File: src/rtl/pcie_reg_wr_arbiter.sv
// Round-robin arbiter sharing one PCIe requester register-write channel among
// NB_REQ clients. One write is in flight at a time, and a watchdog guards the
// downstream ack.
module pcie_reg_wr_arbiter #(
    parameter int unsigned NB_REQ         = 4,
    parameter int unsigned TIMEOUT_CYCLES = 4096,
    parameter int unsigned ADDR_W         = 64
) (
    input  logic                       clk_i,
    input  logic                       rst_i,
    input  logic                       enable_i,
    input  logic [NB_REQ-1:0]          req_i,
    input  logic [NB_REQ*ADDR_W-1:0]   addr_i,
    input  logic [NB_REQ*32-1:0]       data_i,
    output logic [NB_REQ-1:0]          ack_o,
    output logic [NB_REQ-1:0]          err_o,
    output logic [ADDR_W-1:0]          nic_phys_addr_o,
    output logic [31:0]                nic_wr_data_o,
    output logic                       pcie_rq_start_o,
    input  logic                       pcie_rq_ack_i,
    output logic [$clog2(NB_REQ)-1:0]  grant_idx_o,
    output logic                       timeout_o,
    output logic [31:0]                wr_count_o
);

    localparam int unsigned IDX_W = $clog2(NB_REQ);
    localparam int unsigned WD_W  = (TIMEOUT_CYCLES > 1) ? $clog2(TIMEOUT_CYCLES) : 1;
    localparam bit          WD_EN = (TIMEOUT_CYCLES != 0);
    localparam logic [WD_W-1:0]  WD_LAST  = WD_W'((TIMEOUT_CYCLES == 0) ? 0 : TIMEOUT_CYCLES - 1);
    localparam logic [IDX_W-1:0] IDX_LAST = IDX_W'(NB_REQ - 1);

    typedef enum logic [1:0] {
        ST_IDLE    = 2'd0,
        ST_WAIT    = 2'd1,
        ST_RELEASE = 2'd2
    } state_e;

    state_e              state_q,   state_d;
    logic [NB_REQ-1:0]   ack_q,     ack_d;
    logic [NB_REQ-1:0]   err_q,     err_d;
    logic [ADDR_W-1:0]   addr_q,    addr_d;
    logic [31:0]         data_q,    data_d;
    logic                start_q,   start_d;
    logic [IDX_W-1:0]    grant_q,   grant_d;
    logic                timeout_q, timeout_d;
    logic [31:0]         count_q,   count_d;
    logic [WD_W-1:0]     wd_q,      wd_d;

    logic                win_found_c;
    logic [IDX_W-1:0]    win_idx_c;
    logic [IDX_W-1:0]    cand_c;

    // Round-robin search starting just after the last grant, wrapping around.
    always_comb begin
        win_found_c = 1'b0;
        win_idx_c   = grant_q;
        cand_c      = grant_q;
        for (int i = 1; i <= int'(NB_REQ); i++) begin
            cand_c = IDX_W'((int'(grant_q) + i) % int'(NB_REQ));
            if (!win_found_c && req_i[cand_c]) begin
                win_found_c = 1'b1;
                win_idx_c   = cand_c;
            end
        end
    end

    // Next-state and registered-output logic.
    always_comb begin
        state_d   = state_q;
        ack_d     = '0;
        err_d     = '0;
        addr_d    = addr_q;
        data_d    = data_q;
        start_d   = start_q;
        grant_d   = grant_q;
        timeout_d = timeout_q;
        count_d   = count_q;
        wd_d      = wd_q;

        case (state_q)
            ST_IDLE: begin
                if (enable_i && win_found_c) begin
                    grant_d = win_idx_c;
                    addr_d  = addr_i[int'(win_idx_c)*int'(ADDR_W) +: ADDR_W];
                    data_d  = data_i[int'(win_idx_c)*32 +: 32];
                    start_d = 1'b1;
                    wd_d    = '0;
                    state_d = ST_WAIT;
                end
            end
            ST_WAIT: begin
                if (pcie_rq_ack_i) begin
                    // A real ack beats a watchdog expiry in the same cycle.
                    start_d = 1'b0;
                    ack_d   = NB_REQ'(1) << grant_q;
                    count_d = count_q + 32'd1;
                    state_d = ST_RELEASE;
                end else if (WD_EN && (wd_q == WD_LAST)) begin
                    start_d   = 1'b0;
                    ack_d     = NB_REQ'(1) << grant_q;
                    err_d     = NB_REQ'(1) << grant_q;
                    timeout_d = 1'b1;
                    state_d   = ST_RELEASE;
                end else begin
                    wd_d = wd_q + WD_W'(1);
                end
            end
            ST_RELEASE: begin
                // One dead cycle so the served client can drop its request.
                state_d = ST_IDLE;
            end
            default: begin
                state_d = ST_IDLE;
                start_d = 1'b0;
            end
        endcase
    end

    // State and output registers with asynchronous reset.
    always_ff @(posedge clk_i or posedge rst_i) begin
        if (rst_i) begin
            state_q   <= ST_IDLE;
            ack_q     <= '0;
            err_q     <= '0;
            addr_q    <= '0;
            data_q    <= '0;
            start_q   <= 1'b0;
            grant_q   <= IDX_LAST;
            timeout_q <= 1'b0;
            count_q   <= '0;
            wd_q      <= '0;
        end else begin
            state_q   <= state_d;
            ack_q     <= ack_d;
            err_q     <= err_d;
            addr_q    <= addr_d;
            data_q    <= data_d;
            start_q   <= start_d;
            grant_q   <= grant_d;
            timeout_q <= timeout_d;
            count_q   <= count_d;
            wd_q      <= wd_d;
        end
    end

    assign ack_o           = ack_q;
    assign err_o           = err_q;
    assign nic_phys_addr_o = addr_q;
    assign nic_wr_data_o   = data_q;
    assign pcie_rq_start_o = start_q;
    assign grant_idx_o     = grant_q;
    assign timeout_o       = timeout_q;
    assign wr_count_o      = count_q;

endmodule

File: config.mk
export PLATFORM = sky130hd
export DESIGN_NAME = pcie_reg_wr_arbiter
export DESIGN_NICKNAME = d
export VERILOG_FILES = /design/src/rtl/pcie_reg_wr_arbiter.sv
export SDC_FILE = /design/constraint.sdc
export NUM_CORES = 1
export LEC_CHECK = 0
export CORE_MARGIN = 2
export CORE_UTILIZATION = 30
export DETAILED_ROUTE_END_ITERATION = 10
export HOLD_SLACK_MARGIN = 0.02
export PLACE_DENSITY = 0.69
export SYNTH_ARGS = -nofsm -noshare
export SYNTH_HDL_FRONTEND = slang
export SYNTH_SLANG_ARGS = --single-unit
export TNS_END_PERCENT = 50
File: constraint.sdc
create_clock -name clk_i -period 7.65 [get_ports clk_i]
set_input_delay 1.53 -clock clk_i [delete_from_list [all_inputs] [get_ports clk_i]]
set_output_delay 1.53 -clock clk_i [all_outputs]
set_load 0.03 [all_outputs]
==> flow_metrics.py, run 1 <==
metrics = {
    "status": {
        "status": "finished, final reports clean",
    },
    "timing": {
        "clock_skew_ns": 0.01348,
        "tns_ns": 0,
        "max_clock_freq_mhz": 201.9,
        "period_share_pct": 64.74,
        "worst_pin_slew_ns": 1.085,
        "min_period_ns": 4.953,
        "rsz0062_at_grt": "false",
        "finalSetupViolCount": 0,
        "hold_viol": 0,
        "maxSlewHeadroom_pct": 27.70,
        "slew_viol_final": 0,
    },
    "synth": {
        "synth_area_leaders": "dfrtp_1 29%, o2bb2ai_1 13%, nand2_1 9.0%",
        "muxShareOfSynthArea_pct": 1.118,
        "synthesis.area_um2": 12980,
        "ys_types": 61,
        "yosysMostFrequentCell": "nand2_1",
        "synth_top_cells_by_count": "312 x nand2_1, 190 x o2bb2ai_1, 152 x dfrtp_1, 123 x a2111oi_0, 107 x clkbuf_1",
        "ys_seq_elements": 154,
        "ys.flop_type": "dfrtp_1",
        "synth-edff-count": 0,
        "synth_top_family_by_area": "compound AO/OA/AOI/OAI gates",
        "synth_top_cell_by_area": "dfrtp_1",
        "synth_cells": 1491,
        "syn_area_per_cell_um2": 8.704,
        "synth_top_area_share_pct": 29.31,
        "synth-compound-area-share_pct": 36.53,
        "synth_fa_ha_area_share_pct": 0.5785,
        "synthSimpleGateAreaFrac_pct": 22.84,
        "synthArstFlopShare_pct": 100.0,
        "yosysWarnings": 0,
        "seq_area_frac_synth_pct": 29.71,
        "synth_xor_area_share_pct": 2.565,
        "synth.net_count": 1889,
    },
    "place": {
        "dp.cells": 2469,
        "gp_congestion": 0.8741,
        "dp_hpwl_um": 38070,
        "numPortBuffers": 531,
    },
    "die": {
        "die_area_um2": 44940,
        "die_h_um": 212.0,
        "ios": 532,
        "die_x_um": 212.0,
        "start_util_pct": 30.26,
        "num_rows": 76,
        "core_um2": 42890,
    },
    "layout": {
        "final-instance-count-excl-fill": 2507,
        "nets": 2301,
        "drive_gt1_share_pct": 7.307,
        "syn_to_final_growth_pct": 46.73,
    },
    "drt": {
        "drt_first_pass_iters": 6,
        "via_count": 14284,
        "wirelength_um": 54580,
        "wl_per_cell_um": 21.77,
        "viasPerCell": 5.698,
        "first_iter_violations": 1273,
        "drc": 0,
        "antenna_left": 0,
    },
    "clock_network": {
        "cts.sink_count": 154,
        "cts_setup_buffers": 0,
        "cts_resized": 0,
        "clock-root-buffer": "clkbuf_16",
        "cts_max_level": 4,
        "clk_path_buf_depth": 2,
        "cts_buffers": 17,
        "clk_pin_slew_ns": 0.07,
        "hold_buffers": 0,
        "cts_tree": "done",
        "clk-insertion-delay-late_ns": 0.46,
    },
    "critical_path": {
        "reg2reg_depth": 8,
        "arrival_ns": 5.25,
        "path_max_fanout": 85,
        "path_class": "flop to flop",
        "required_ns": 7.95,
        "rr_startpoint": "grant_idx_o[0]$_DFFE_PP1P_",
        "cp-end-kind": "flop",
        "crit_start": "grant_idx_o[0]$_DFFE_PP1P_",
        "cp-start-kind": "flop",
    },
    "pwr": {
        "leakage_nw": 7.167,
        "powerDensity_nw_per_um2": 363.2,
        "vdd_drop_max_uv": 192.6,
    },
    "grt": {
        "grt_first_pass_wirelength_um": 81480,
        "grt_overflow": 0,
        "grt_usage_pct": 23.35,
        "antenna_found_initial": 5,
        "grt_max_degree": 94,
        "grt_pass1_vias": 13953,
    },
    "hold_path": {
        "hp-class": "flop to flop",
        "hold_path_depth": 2,
        "hp-start": "nic_phys_addr_o[3]$_DFFE_PP0P_",
    },
    "job": {
        "cap_violations": 0,
    },
}
[power breakdown]
group	total [mW]	switching, mW	internal (mW)
clock network	0.899	0.426	0.473
registers	1.37	0.267	1.10
logic	4.65	2.90	1.75
[worst max-delay path, stage by stage (launching register included)]
cell and delay [ns]:
dfstp_4 1.18, inv_1 0.33, ha_1 0.71, mux2_2 0.32
o21a_4 0.48, buf_4 0.63, o2bb2ai_1 0.10, a2111oi_0 0.89
o31ai_1 0.11
[layout by cell type, fill, tap and decap left out, drive strengths merged, types with 15 or more instances in the layout]
| cell | netlist | routed |
|---|---|---|
| clkdlybuf4s50 | 0 | 531 |
| nand2 | 312 | 312 |
| o2bb2ai | 190 | 190 |
| a2111oi | 190 | 190 |
| dfrtp | 152 | 152 |
| and3 | 103 | 103 |
| and2 | 102 | 102 |
| o31ai | 98 | 98 |
| xnor2 | 28 | 28 |
| buf | 49 | 26 |
| nand3 | 19 | 19 |
| clkbuf | 115 | 18 |
| nand4 | 15 | 15 |
[path summary, 6_finish.rpt]
path / slack (ns) / endpoint
hold reg to reg: 0.48 / nic_phys_addr_o[3]$_DFFE_PP0P_
setup / recovery: 2.70 / nic_phys_addr_o[33]$_DFFE_PP0P_
min in group asynchronous: 1.60 / nic_phys_addr_o[50]$_DFFE_PP0P_
setup reg to reg: 2.70 / nic_phys_addr_o[33]$_DFFE_PP0P_
hold / removal: 0.48 / nic_phys_addr_o[3]$_DFFE_PP0P_
max in group asynchronous: 4.48 / nic_phys_addr_o[62]$_DFFE_PP0P_
[kinds of logic after synthesis]
logic type,after synthesis
multiplexers,9
AND/OR/NAND/NOR,598
AO/OA/AOI/OAI,516
adder cells (fa/ha/maj),6
buffers and inverters,170
flip-flops,154
XOR/XNOR,38
[final cells by class]
| class | count | area (um2) |
|---|---|---|
| flip-flops and latches | 154 | 3860 |
| inverters | 6 | 27.53 |
| well taps | 585 | 732.0 |
| diodes | 6 | 15.01 |
| fillers | 4133 | 23840 |
| multi-input cells | 1167 | 8304 |
| clock buffers | 18 | 439.2 |
| clock inverters | 14 | 153.9 |
| repair buffers | 557 | 5510 |
[stage by stage]
stage | utilization (%) | worst slack (ns) | area, um2 | power (mW) | hold slack, ns
2_1_floorplan | - | 1.974 | 12980 | 4.533 | 0.4657
3_3_place_gp | 42.97 | 2.451 | 18430 | 5.944 | 0.4588
3_5_place_dp | 42.97 | 2.363 | 18430 | 6.032 | 0.4655
4_1_cts | 44.35 | 2.599 | 19020 | 6.949 | 0.4813
5_1_grt | 44.38 | 2.293 | 19030 | 7.385 | 0.4976
6_report | 44.40 | 2.697 | 19040 | 6.915 | 0.4785
[metal layers]
layer  vias to the layer above  wire, um  global-route usage [%]
li1                       6636         -                       -
met1                      6835     22260                   28.75
met2                       723     25820                   38.79
met3                        86      4899                   6.632
met4                         4      1570                   8.548
met5                         -        28                       0
[state kept, by name (all words and copies together) (netlist names), 2 cells and up]
| register | count |
|---|---|
| nic_phys_addr_o | 64 |
| nic_wr_data_o | 32 |
| wr_count_o | 32 |
| wd_q | 12 |
| ack_o | 4 |
| err_o | 4 |
| grant_idx_o | 2 |
| state_q | 2 |
Power figures use the tool's default switching activity.
==> run 2: changes to the inputs <==
Settings changed: PLACE_DENSITY 0.69 to 0.72.
Clock period 7.65 ns to 4.01 ns, I/O delays scaled along.
==> run 2 against run 1 <==
  * Sequential share of layout area is 0.27 points lower
  * Sequential power is 78% higher
  * Setup slack worse by 2.3 ns
  * Clock skew is 0.0018 ns higher
  * Clock power is 86% higher
  * Combinational power is 100% higher
  * Register-to-register slack worse by 2.3 ns
  * Critical path type unchanged
  * Largest cell class unchanged
  * Largest power group unchanged
  * Highest routed layer unchanged
==> flow_metrics.py, run 2 (synthesis results as in run 1) <==
metrics = {
    "clock_network": {
        "cts_max_level": 4,
        "clock-root-buffer": "clkbuf_16",
        "cts.sink_count": 154,
        "hold_buffers": 0,
        "clk_pin_slew_ns": 0.09,
        "clk-insertion-delay-late_ns": 0.47,
        "clk_path_buf_depth": 2,
        "cts_setup_buffers": 0,
        "cts_resized": 0,
        "cts_buffers": 17,
        "cts_tree": "done",
    },
    "place": {
        "numPortBuffers": 531,
        "dp_hpwl_um": 36730,
        "gp_congestion": 0.8795,
    },
    "grt": {
        "grt_first_pass_wirelength_um": 81190,
        "antenna_found_initial": 3,
        "grt_pass1_vias": 13982,
        "grt_max_degree": 116,
        "grt_usage_pct": 23.13,
        "grt_overflow": 0,
    },
    "layout": {
        "largest_reg_flops": 64,
        "nets": 2313,
        "syn_to_final_growth_pct": 48.69,
        "drive_gt1_share_pct": 7.832,
        "layout_common_cells": "531 x clkdlybuf4s50_1, 312 x nand2_1, 190 x o2bb2ai_1, 152 x dfrtp_1, 123 x a2111oi_0",
        "layout.cells.most_common": "clkdlybuf4s50_1",
    },
    "timing": {
        "worst_pin_slew_ns": 1.086,
        "period_share_pct": 90.30,
        "maxSlewHeadroom_pct": 27.60,
        "hold_ws_ns": 0.4795,
        "max_clock_freq_mhz": 276.2,
        "rsz0062_at_grt": "false",
        "hold_viol": 0,
        "min_period_ns": 3.621,
        "slew_viol_final": 0,
        "clock_skew_ns": 0.01528,
        "tns_ns": 0,
        "finalSetupViolCount": 0,
    },
    "drt": {
        "wirelength_um": 53300,
        "highest_layer": "met5",
        "wl_per_cell_um": 21.20,
        "antenna_left": 0,
        "first_iter_violations": 1212,
        "wl_met1_um": 21560,
        "drc": 0,
        "drt_first_pass_iters": 7,
        "via_count": 14193,
        "viasPerCell": 5.646,
        "route.met2.wl_um": 25630,
        "dr_wl_met3_um": 4712,
    },
    "pwr": {
        "powerDensity_nw_per_um2": 698.9,
        "vdd_drop_max_uv": 619.0,
        "leakage_nw": 7.276,
    },
    "die": {
        "ios": 532,
        "die_x_um": 212.0,
        "start_util_pct": 30.26,
        "die_h_um": 212.0,
        "die_area_um2": 44940,
        "core_um2": 42890,
        "num_rows": 76,
    },
    "critical_path": {
        "cp-end-kind": "flop",
        "reg2reg_depth": 8,
        "worstPathCellList": "inv_1, ha_1, mux4_2, nor4b_4, a211o_4, buf_12, a2111oi_0, o31ai_1",
        "worstSetupPathDepth": 8,
        "cp-start-kind": "flop",
        "cpPeakStageDelay_ns": 0.61,
        "arrival_ns": 3.96,
        "path_max_fanout": 39,
        "required_ns": 4.35,
        "r2r_slack_ns": 0.39,
        "cp_num_buf_inv": 2,
        "path_class": "flop to flop",
        "cp_slowest_cell": "dfstp_4",
        "crit_family": "compound AO/OA/AOI/OAI gates",
    },
    "hold_path": {
        "hp-class": "flop to flop",
        "hold_path_depth": 2,
    },
    "status": {
        "status": "finished, final reports clean",
    },
    "job": {
        "cap_violations": 0,
    },
}
-- run 2: cell count changes in the layout (fill, tap and decap cells not counted), moves of 2 or more --
cell,delta
buf_12,+16
diode_2,-5
clkinv_8,+2
clkinv_4,-2
clkinvlp_4,+3
buf_4,-4
-- run 2: through the flow --
stage                     instance area, um2  worst slack [ns]  util, %  cells  power [mW]
final                                  19300            0.3889    44.99   2514       13.49
after global routing                   19300           0.08607    44.99   2514       14.38
after CTS                              19290            0.3981    44.99   2513       13.58
after detailed placement               18720            0.2979    43.64   2481       11.86
after global placement                 18720            0.2856    43.64   2481       11.67
after floorplan                        12980            0.7406        -   1491       8.649
-- run 2: path summary, 6_finish.rpt --
kind,endpoint,startpoint
max,nic_phys_addr_o[14]$_DFFE_PP0P_,grant_idx_o[0]$_DFFE_PP1P_
min,nic_phys_addr_o[54]$_DFFE_PP0P_,nic_phys_addr_o[54]$_DFFE_PP0P_
max reg2reg,nic_phys_addr_o[14]$_DFFE_PP0P_,grant_idx_o[0]$_DFFE_PP1P_
min reg2reg,nic_phys_addr_o[54]$_DFFE_PP0P_,nic_phys_addr_o[54]$_DFFE_PP0P_
max in group asynchronous,nic_wr_data_o[17]$_DFFE_PP0P_,rst_i
min in group asynchronous,nic_phys_addr_o[19]$_DFFE_PP0P_,rst_i
-- run 2: worst register-to-register path, delay by kind of cell, from the launching register on --
family	cells	cell delay, ns
compound gates	3	1.20
flops	1	0.61
mux	1	0.61
fa+ha+maj	1	0.53
buf+inv	2	0.38
simple gates	1	0.17
-- run 2: cell type report --
| type | count | area (um2) |
|---|---|---|
| antenna | 1 | 2.502 |
| clock buffer | 17 | 425.4 |
| clock inverter | 15 | 151.4 |
| fill | 4096 | 23590 |
| inverter | 6 | 26.28 |
| multi-input combinational | 1167 | 8298 |
| sequential | 154 | 3860 |
| tap | 585 | 732.0 |
| timing repair buffer | 569 | 5801 |
-- run 2: where the power goes --
| part | switching [mW] | total, mW | internal, mW | leakage, nW |
|---|---|---|---|---|
| logic | 5.75 | 9.37 | 3.63 | 5.02 |
| registers | 0.348 | 2.44 | 2.10 | 1.98 |
| clock network | 0.842 | 1.67 | 0.827 | 0.279 |
| total | 6.94 | 13.5 | 6.55 | 7.28 |
-- run 2: metal layers --
layer	vias to the layer above	track usage [%]
met4	4	7.795
met1	6827	28.22
li1	6669	-
met2	608	38.71
met5	-	0
met3	85	7.046
